File: src/rtl/calc1_port_responder_if.sv
// ---------------------------------------------------------------------------
// calc1_port_responder_if
// Request/response bundle of one calc1 port.
//   req_cmd_in   [0:3]  command nibble (0 NOP, 1 ADD, 2 SUB, 5 LSH, 6 RSH)
//   req_data_in  [0:W-1] operand1 with the command cycle, operand2 next cycle
//   out_resp     [0:1]  0 none, 1 success, 2 overflow/underflow/invalid
//   out_data     [0:W-1] result, meaningful only while out_resp != 0
//   busy                high while an operation is in flight
//   req_drop            one-cycle pulse when a command could not be taken
// master: the stimulus side; slave: the responder.
// ---------------------------------------------------------------------------
interface calc1_port_responder_if #(
    parameter int DATA_WIDTH = 32
);
    logic [0:3]            req_cmd_in;
    logic [0:DATA_WIDTH-1] req_data_in;
    logic [0:1]            out_resp;
    logic [0:DATA_WIDTH-1] out_data;
    logic                  busy;
    logic                  req_drop;

    modport master (
        output req_cmd_in,
        output req_data_in,
        input  out_resp,
        input  out_data,
        input  busy,
        input  req_drop
    );

    modport slave (
        input  req_cmd_in,
        input  req_data_in,
        output out_resp,
        output out_data,
        output busy,
        output req_drop
    );
endinterface

File: src/rtl/calc1_port_responder.sv
// ---------------------------------------------------------------------------
// calc1_port_responder
// Responder end of the calc1 port protocol. A request is a command plus
// operand1 on one edge and operand2 on the next; the result is returned as a
// one-cycle response LATENCY edges after the operand2 edge.
// Ports:
//   c_clk    clock, everything sampled on posedge
//   reset_n  asynchronous active-low reset
//   port     calc1_port_responder_if.slave (request in, response out)
// Parameters:
//   LATENCY     1..15, operand2 edge to response edge
//   DATA_WIDTH  operand/result width; shift amount is the low 5 bits of op2
// ---------------------------------------------------------------------------
module calc1_port_responder #(
    parameter int LATENCY    = 3,
    parameter int DATA_WIDTH = 32
) (
    input  logic                        c_clk,
    input  logic                        reset_n,
    calc1_port_responder_if.slave       port
);

    localparam logic [1:0] S_IDLE  = 2'd0;
    localparam logic [1:0] S_OPND2 = 2'd1;
    localparam logic [1:0] S_WAIT  = 2'd2;
    localparam logic [1:0] S_RESP  = 2'd3;

    localparam logic [3:0] CMD_ADD = 4'd1;
    localparam logic [3:0] CMD_SUB = 4'd2;
    localparam logic [3:0] CMD_LSH = 4'd5;
    localparam logic [3:0] CMD_RSH = 4'd6;

    localparam logic [1:0] RESP_OK  = 2'd1;
    localparam logic [1:0] RESP_ERR = 2'd2;

    localparam logic [3:0] CNT_INIT = 4'(LATENCY - 1);

    // ---------------------------------------------------------------------
    // State
    // ---------------------------------------------------------------------
    logic [1:0]            r_state;
    logic [3:0]            r_cnt;
    logic [3:0]            r_cmd;
    logic [DATA_WIDTH-1:0] r_op1;
    logic [DATA_WIDTH-1:0] r_result;
    logic [1:0]            r_code;
    logic [1:0]            r_resp;
    logic [DATA_WIDTH-1:0] r_data;
    logic                  r_busy;
    logic                  r_drop;

    // ---------------------------------------------------------------------
    // Request side
    // ---------------------------------------------------------------------
    logic [3:0]            w_cmd;
    logic                  w_cmd_valid;
    logic [DATA_WIDTH-1:0] w_din;

    // Port vectors are [0:N] (bit 0 = MSB); copying them into [N:0] locals
    // keeps the numeric value, so op2[4:0] here is data[27:31] on the port.
    assign w_cmd       = port.req_cmd_in;
    assign w_din       = port.req_data_in;
    assign w_cmd_valid = (w_cmd != 4'd0);

    // ---------------------------------------------------------------------
    // Arithmetic: evaluated on the operand2 edge with op2 straight from the
    // bus, so only op1 and the command need to be held.
    // ---------------------------------------------------------------------
    logic [DATA_WIDTH:0]   w_sum;
    logic [4:0]            w_shamt;
    logic [1:0]            w_code;
    logic [DATA_WIDTH-1:0] w_res;

    assign w_sum   = {1'b0, r_op1} + {1'b0, w_din};
    assign w_shamt = w_din[4:0];

    always_comb begin
        w_code = RESP_ERR;
        w_res  = '0;
        case (r_cmd)
            CMD_ADD: begin
                if (!w_sum[DATA_WIDTH]) begin
                    w_code = RESP_OK;
                    w_res  = w_sum[DATA_WIDTH-1:0];
                end
            end
            CMD_SUB: begin
                if (w_din <= r_op1) begin
                    w_code = RESP_OK;
                    w_res  = r_op1 - w_din;
                end
            end
            CMD_LSH: begin
                w_code = RESP_OK;
                w_res  = r_op1 << w_shamt;
            end
            CMD_RSH: begin
                w_code = RESP_OK;
                w_res  = r_op1 >> w_shamt;
            end
            default: begin
                // invalid commands still burn the operand2 cycle, error result
                w_code = RESP_ERR;
                w_res  = '0;
            end
        endcase
    end

    // ---------------------------------------------------------------------
    // Control FSM. RESP is the cycle before the response becomes visible:
    // the response is registered on the edge that leaves RESP, and that same
    // edge may take a new command, giving back-to-back spacing LATENCY+1.
    // ---------------------------------------------------------------------
    always_ff @(posedge c_clk or negedge reset_n) begin
        if (!reset_n) begin
            r_state  <= S_IDLE;
            r_cnt    <= '0;
            r_cmd    <= '0;
            r_op1    <= '0;
            r_result <= '0;
            r_code   <= '0;
            r_resp   <= '0;
            r_data   <= '0;
            r_busy   <= 1'b0;
            r_drop   <= 1'b0;
        end else begin
            // response and drop are single-cycle pulses
            r_resp <= '0;
            r_data <= '0;
            r_drop <= 1'b0;

            case (r_state)
                S_IDLE: begin
                    if (w_cmd_valid) begin
                        r_cmd   <= w_cmd;
                        r_op1   <= w_din;
                        r_busy  <= 1'b1;
                        r_state <= S_OPND2;
                    end
                end

                S_OPND2: begin
                    // the command lane is not a command here; anything on it
                    // is reported as dropped and otherwise ignored
                    r_drop   <= w_cmd_valid;
                    r_result <= w_res;
                    r_code   <= w_code;
                    r_cnt    <= CNT_INIT;
                    r_state  <= (LATENCY == 1) ? S_RESP : S_WAIT;
                end

                S_WAIT: begin
                    r_drop <= w_cmd_valid;
                    r_cnt  <= r_cnt - 4'd1;
                    if (r_cnt == 4'd1) begin
                        r_state <= S_RESP;
                    end
                end

                S_RESP: begin
                    r_resp <= r_code;
                    r_data <= r_result;
                    if (w_cmd_valid) begin
                        r_cmd   <= w_cmd;
                        r_op1   <= w_din;
                        r_busy  <= 1'b1;
                        r_state <= S_OPND2;
                    end else begin
                        r_busy  <= 1'b0;
                        r_state <= S_IDLE;
                    end
                end

                default: begin
                    r_busy  <= 1'b0;
                    r_state <= S_IDLE;
                end
            endcase
        end
    end

    // ---------------------------------------------------------------------
    // Outputs
    // ---------------------------------------------------------------------
    assign port.out_resp = r_resp;
    assign port.out_data = r_data;
    assign port.busy     = r_busy;
    assign port.req_drop = r_drop;

endmodule

File: src/flat_wrapper.sv
// flat-port wrapper written by rule: the top's interface ports become plain ports
module calc1_port_responder_flat 
#(
    parameter int LATENCY    = 3,
    parameter int DATA_WIDTH = 32
)
  (c_clk, reset_n, port_req_cmd_in, port_req_data_in, port_out_resp, port_out_data, port_busy, port_req_drop);
  calc1_port_responder_if #(.DATA_WIDTH(DATA_WIDTH)) port_i ();
  input  logic c_clk;
  input  logic reset_n;
  input wire logic [$bits(port_i.req_cmd_in)-1:0] port_req_cmd_in;
  input wire logic [$bits(port_i.req_data_in)-1:0] port_req_data_in;
  output wire logic [$bits(port_i.out_resp)-1:0] port_out_resp;
  output wire logic [$bits(port_i.out_data)-1:0] port_out_data;
  output wire logic [$bits(port_i.busy)-1:0] port_busy;
  output wire logic [$bits(port_i.req_drop)-1:0] port_req_drop;
  assign port_i.req_cmd_in = port_req_cmd_in;
  assign port_i.req_data_in = port_req_data_in;
  assign port_out_resp = port_i.out_resp;
  assign port_out_data = port_i.out_data;
  assign port_busy = port_i.busy;
  assign port_req_drop = port_i.req_drop;
  calc1_port_responder #(.LATENCY(LATENCY), .DATA_WIDTH(DATA_WIDTH)) u_core (.c_clk(c_clk), .reset_n(reset_n), .port(port_i));
endmodule
File: config.mk
export PLATFORM = sky130hd
export DESIGN_NAME = calc1_port_responder_flat
export DESIGN_NICKNAME = d
export VERILOG_FILES = /design/src/rtl/calc1_port_responder_if.sv /design/src/rtl/calc1_port_responder.sv /design/src/flat_wrapper.sv
export SDC_FILE = /design/constraint.sdc
export NUM_CORES = 1
export LEC_CHECK = 0
export CORE_MARGIN = 3
export CORE_UTILIZATION = 30
export CTS_CLUSTER_DIAMETER = 100
export DETAILED_ROUTE_END_ITERATION = 10
export GPL_TIMING_DRIVEN = 0
export PLACE_DENSITY = 0.59
export SLEW_MARGIN = 10
export SYNTH_ARGS = -nofsm -noshare
export SYNTH_HDL_FRONTEND = slang
export SYNTH_SLANG_ARGS = --single-unit
export TNS_END_PERCENT = 30
File: constraint.sdc
create_clock -name c_clk -period 3.15 [get_ports c_clk]
set_clock_uncertainty 0.2 [all_clocks]
set_input_delay 0.4725 -clock c_clk [delete_from_list [all_inputs] [get_ports c_clk]]
set_output_delay 0.4725 -clock c_clk [all_outputs]
set_load 0.05 [all_outputs]
==> results.toml <==
[clock_tree]
cts_htree_levels = 3
root_buffer = "clkbuf_16"
clk-insertion-delay-late_ns = 0.39
cts_sinks = 112
cts_buffers = 9
tritoncts = "built"
cts.clk_slew.worst_paths_ns = 0.09
cts_buffer_depth = 2

[timing]
layout_setup_ws_ns = -0.3160
fmax_ghz = 0.2885
fin_crit_ns = 3.466
rsz0062_at_grt = "yes"
finalSetupViolCount = 31
final.setup.tns_ns = -4.999
finalCritPeriodShare_pct = 110.0
slew-limit-headroom_pct = 29.42
worst_pin_slew_ns = 1.055
hold_viol = 0
slew_viol_final = 0

[global_routing]
track_usage_pct = 26.94
grt_max_degree = 87
antenna_found_initial = 2
grt_overflow = 0
grt_pass1_wl_um = 83260
grt_pass1_vias = 12660

[cells_and_area]
area_growth_pct = 41.16
layout-drive-gt1-share_pct = 33.90
fillers = 3673
fin_cells = 2094
stdcell_area_um2 = 16170
final_common_cell = "nor2_1"
final_cell_mix = "nor2_1, buf_4, a21oi_1"
antenna-diode-count = 0
fin_nets = 1697

[min_path]
whs_path_depth = 2
hold_path_class = "in -> reg"

[yosys]
yosysWarnings = 0
synth-edff-count = 0
synth_seq_cells = 112
netlist_area_um2 = 11450
synth.distinct_cells = 82
seq_area_frac_synth_pct = 24.47
postSynthCellCount = 1389
synth_top_area_share_pct = 24.47
ys_async_sr_fraction_pct = 100.0
ys_top_cells_by_area = "dfrtp_1, ha_1, mux4_2, nor2_1, a21oi_1"
synth_top_area_cell = "dfrtp_1"
synth_ff_type = "dfrtp_1"
synthesis.nets = 1501
synth.avg_cell_area_um2 = 8.245

[worst_setup_path]
worstSetupEndpointType = "flop"
worstPathArrival_ns = 3.58
ff2ff_setup_slack_ns = -0.32
startpoint_type = "flop"
critPathMaxFanout = 10
critPathMaxStageDelay_ns = 0.58
path_class = "reg -> reg"
worst_r2r_path_depth = 8
cp_cell_sequence = "nand2b_1 -> or2_2 -> nor2_1 -> clkbuf_1 -> a21oi_1 -> o22ai_1 -> a21oi_4 -> o2bb2ai_1"
slowest_stage = "clkbuf_1"
required_ns = 3.26

[routing]
viasPerCell = 6.132
drcViolationCount = 0
drtIter0Drc = 1378
wl_per_cell_um = 26.82
postRouteAntennaNets = 0
drtPass1Iterations = 6
dr_total_vias = 12840
drt-total-wl_um = 56170

[floorplan]
start_util_pct = 30.84
io_pins = 74
die_area_um2 = 40550
rows = 70
die_y_um = 201.4
die_w_um = 201.4
coreArea_um2 = 37140

[place]
place_ws_ns = -2.007
placed_cells = 1969
dp_hpwl_um = 42030
place_area_um2 = 13100
gp_congestion = 1.009
port_buffers = 73

[run_status]
status = "finished with violations"
violations = "negative setup slack"

[power_and_ir_drop]
ir_worst_vdd_v = 0.0006471
p_per_area_nw_per_um2 = 1048
leakage_nw = 6.382

[run]
drv_cap = 0
==> report_power, final <==
group          switching [mW]  internal (mW)
clock network           0.652          0.646
logic                    7.69           5.34
registers               0.656           1.96
==> synth_stat cells, drive strengths merged, types with 14 or more instances <==
| master | count |
|---|---|
| a211oi | 18 |
| a21oi | 123 |
| a221o | 18 |
| a31oi | 22 |
| and2 | 37 |
| buf | 38 |
| clkbuf | 56 |
| dfrtp | 112 |
| ha | 72 |
| inv | 77 |
| mux2 | 39 |
| mux2i | 42 |
| mux4 | 40 |
| nand2 | 102 |
| nand3 | 20 |
| nor2 | 165 |
| nor2b | 16 |
| nor3 | 17 |
| o211ai | 17 |
| o21ai | 97 |
| o21bai | 14 |
| o221ai | 21 |
| o22ai | 21 |
| o31ai | 17 |
==> final cells by class <==
class / count / area, um2 / area share (%)
multi-input cells: 1103 / 9548 / 59.06
well taps: 504 / 630.6 / 3.901
repair buffers: 194 / 1710 / 10.58
clock inverters: 7 / 95.09 / 0.5882
inverters: 80 / 364.1 / 2.252
clock buffers: 9 / 225.2 / 1.393
plain buffers: 85 / 750.7 / 4.644
flip-flops and latches: 112 / 2841 / 17.58
==> worst max-delay path: cells and delay by family (launching register included) <==
kind / cells / cell delay [ns]
AOI/OAI and AO/OA: 4 / 1.00
buffers and inverters: 1 / 0.58
and+or+nand+nor: 3 / 1.11
DFF: 1 / 0.50
==> repair_timing <==
item / 4_1_cts / 5_1_grt
setup buffers: 95 / 21
endpoints found under the hold margin: 26 / 0
endpoints found under the setup margin: 63 / 34
hold buffers: 1 / 0
pin swaps: 83 / 28
gates cloned: 1 / 0
resized for setup: 399 / 84
==> metal layers <==
| layer | part of all wire (%) | routed length (um) | global-route usage (%) |
|---|---|---|---|
| met2 | 44 | 24650 | 42.17 |
| met4 | 5.8 | 3246 | 11.94 |
| met3 | 9.0 | 5069 | 5.711 |
| met5 | 0.041 | 23 | 0 |
| met1 | 41 | 23180 | 35.89 |
==> kinds of logic after synthesis <==
kind of cell / Yosys count / synth area share [%]
XOR/XNOR: 7 / 0.5354
adder cells (fa/ha/maj): 74 / 8.216
multiplexers: 121 / 15.37
flip-flops: 112 / 24.47
AND/OR/NAND/NOR: 423 / 17.31
AO/OA/AOI/OAI: 478 / 28.10
buffers and inverters: 174 / 5.998
==> through the flow <==
step	util, %	hold slack, ns	total power [mW]
2_1_floorplan	-	-0.02309	8.583
3_5_place_dp	35.26	0.1756	11.81
4_1_cts	42.22	0.2829	15.91
6_report	43.53	0.1983	16.95
5_1_grt	43.53	0.2282	17.79
3_3_place_gp	35.11	0.2659	11.78
==> final timing paths <==
| kind | start | to |
|---|---|---|
| min in group asynchronous | reset_n | u_core.r_op1[22] |
| worst max-delay path | u_core.r_cmd[3] | u_core.r_result[7] |
| worst min-delay path | port_req_data_in[25] | u_core.r_op1[25] |
| max in group asynchronous | reset_n | u_core.r_result[15] |
| worst min register to register | u_core.r_cnt[3] | u_core.r_cnt[3] |
| worst max register to register | u_core.r_cmd[3] | u_core.r_result[7] |
==> registers in the layout (all words and copies together) (netlist names) <==
register and flops:
u_core.r_code 2, u_core.r_state 2, u_core.port.out_data 32, u_core.r_cmd 4, u_core.port.busy 1, u_core.port.out_resp 2
u_core.r_cnt 4, u_core.r_op1 32, u_core.port.req_drop 1, u_core.r_result 32
No activity file was read; power rests on OpenSTA's default activity.
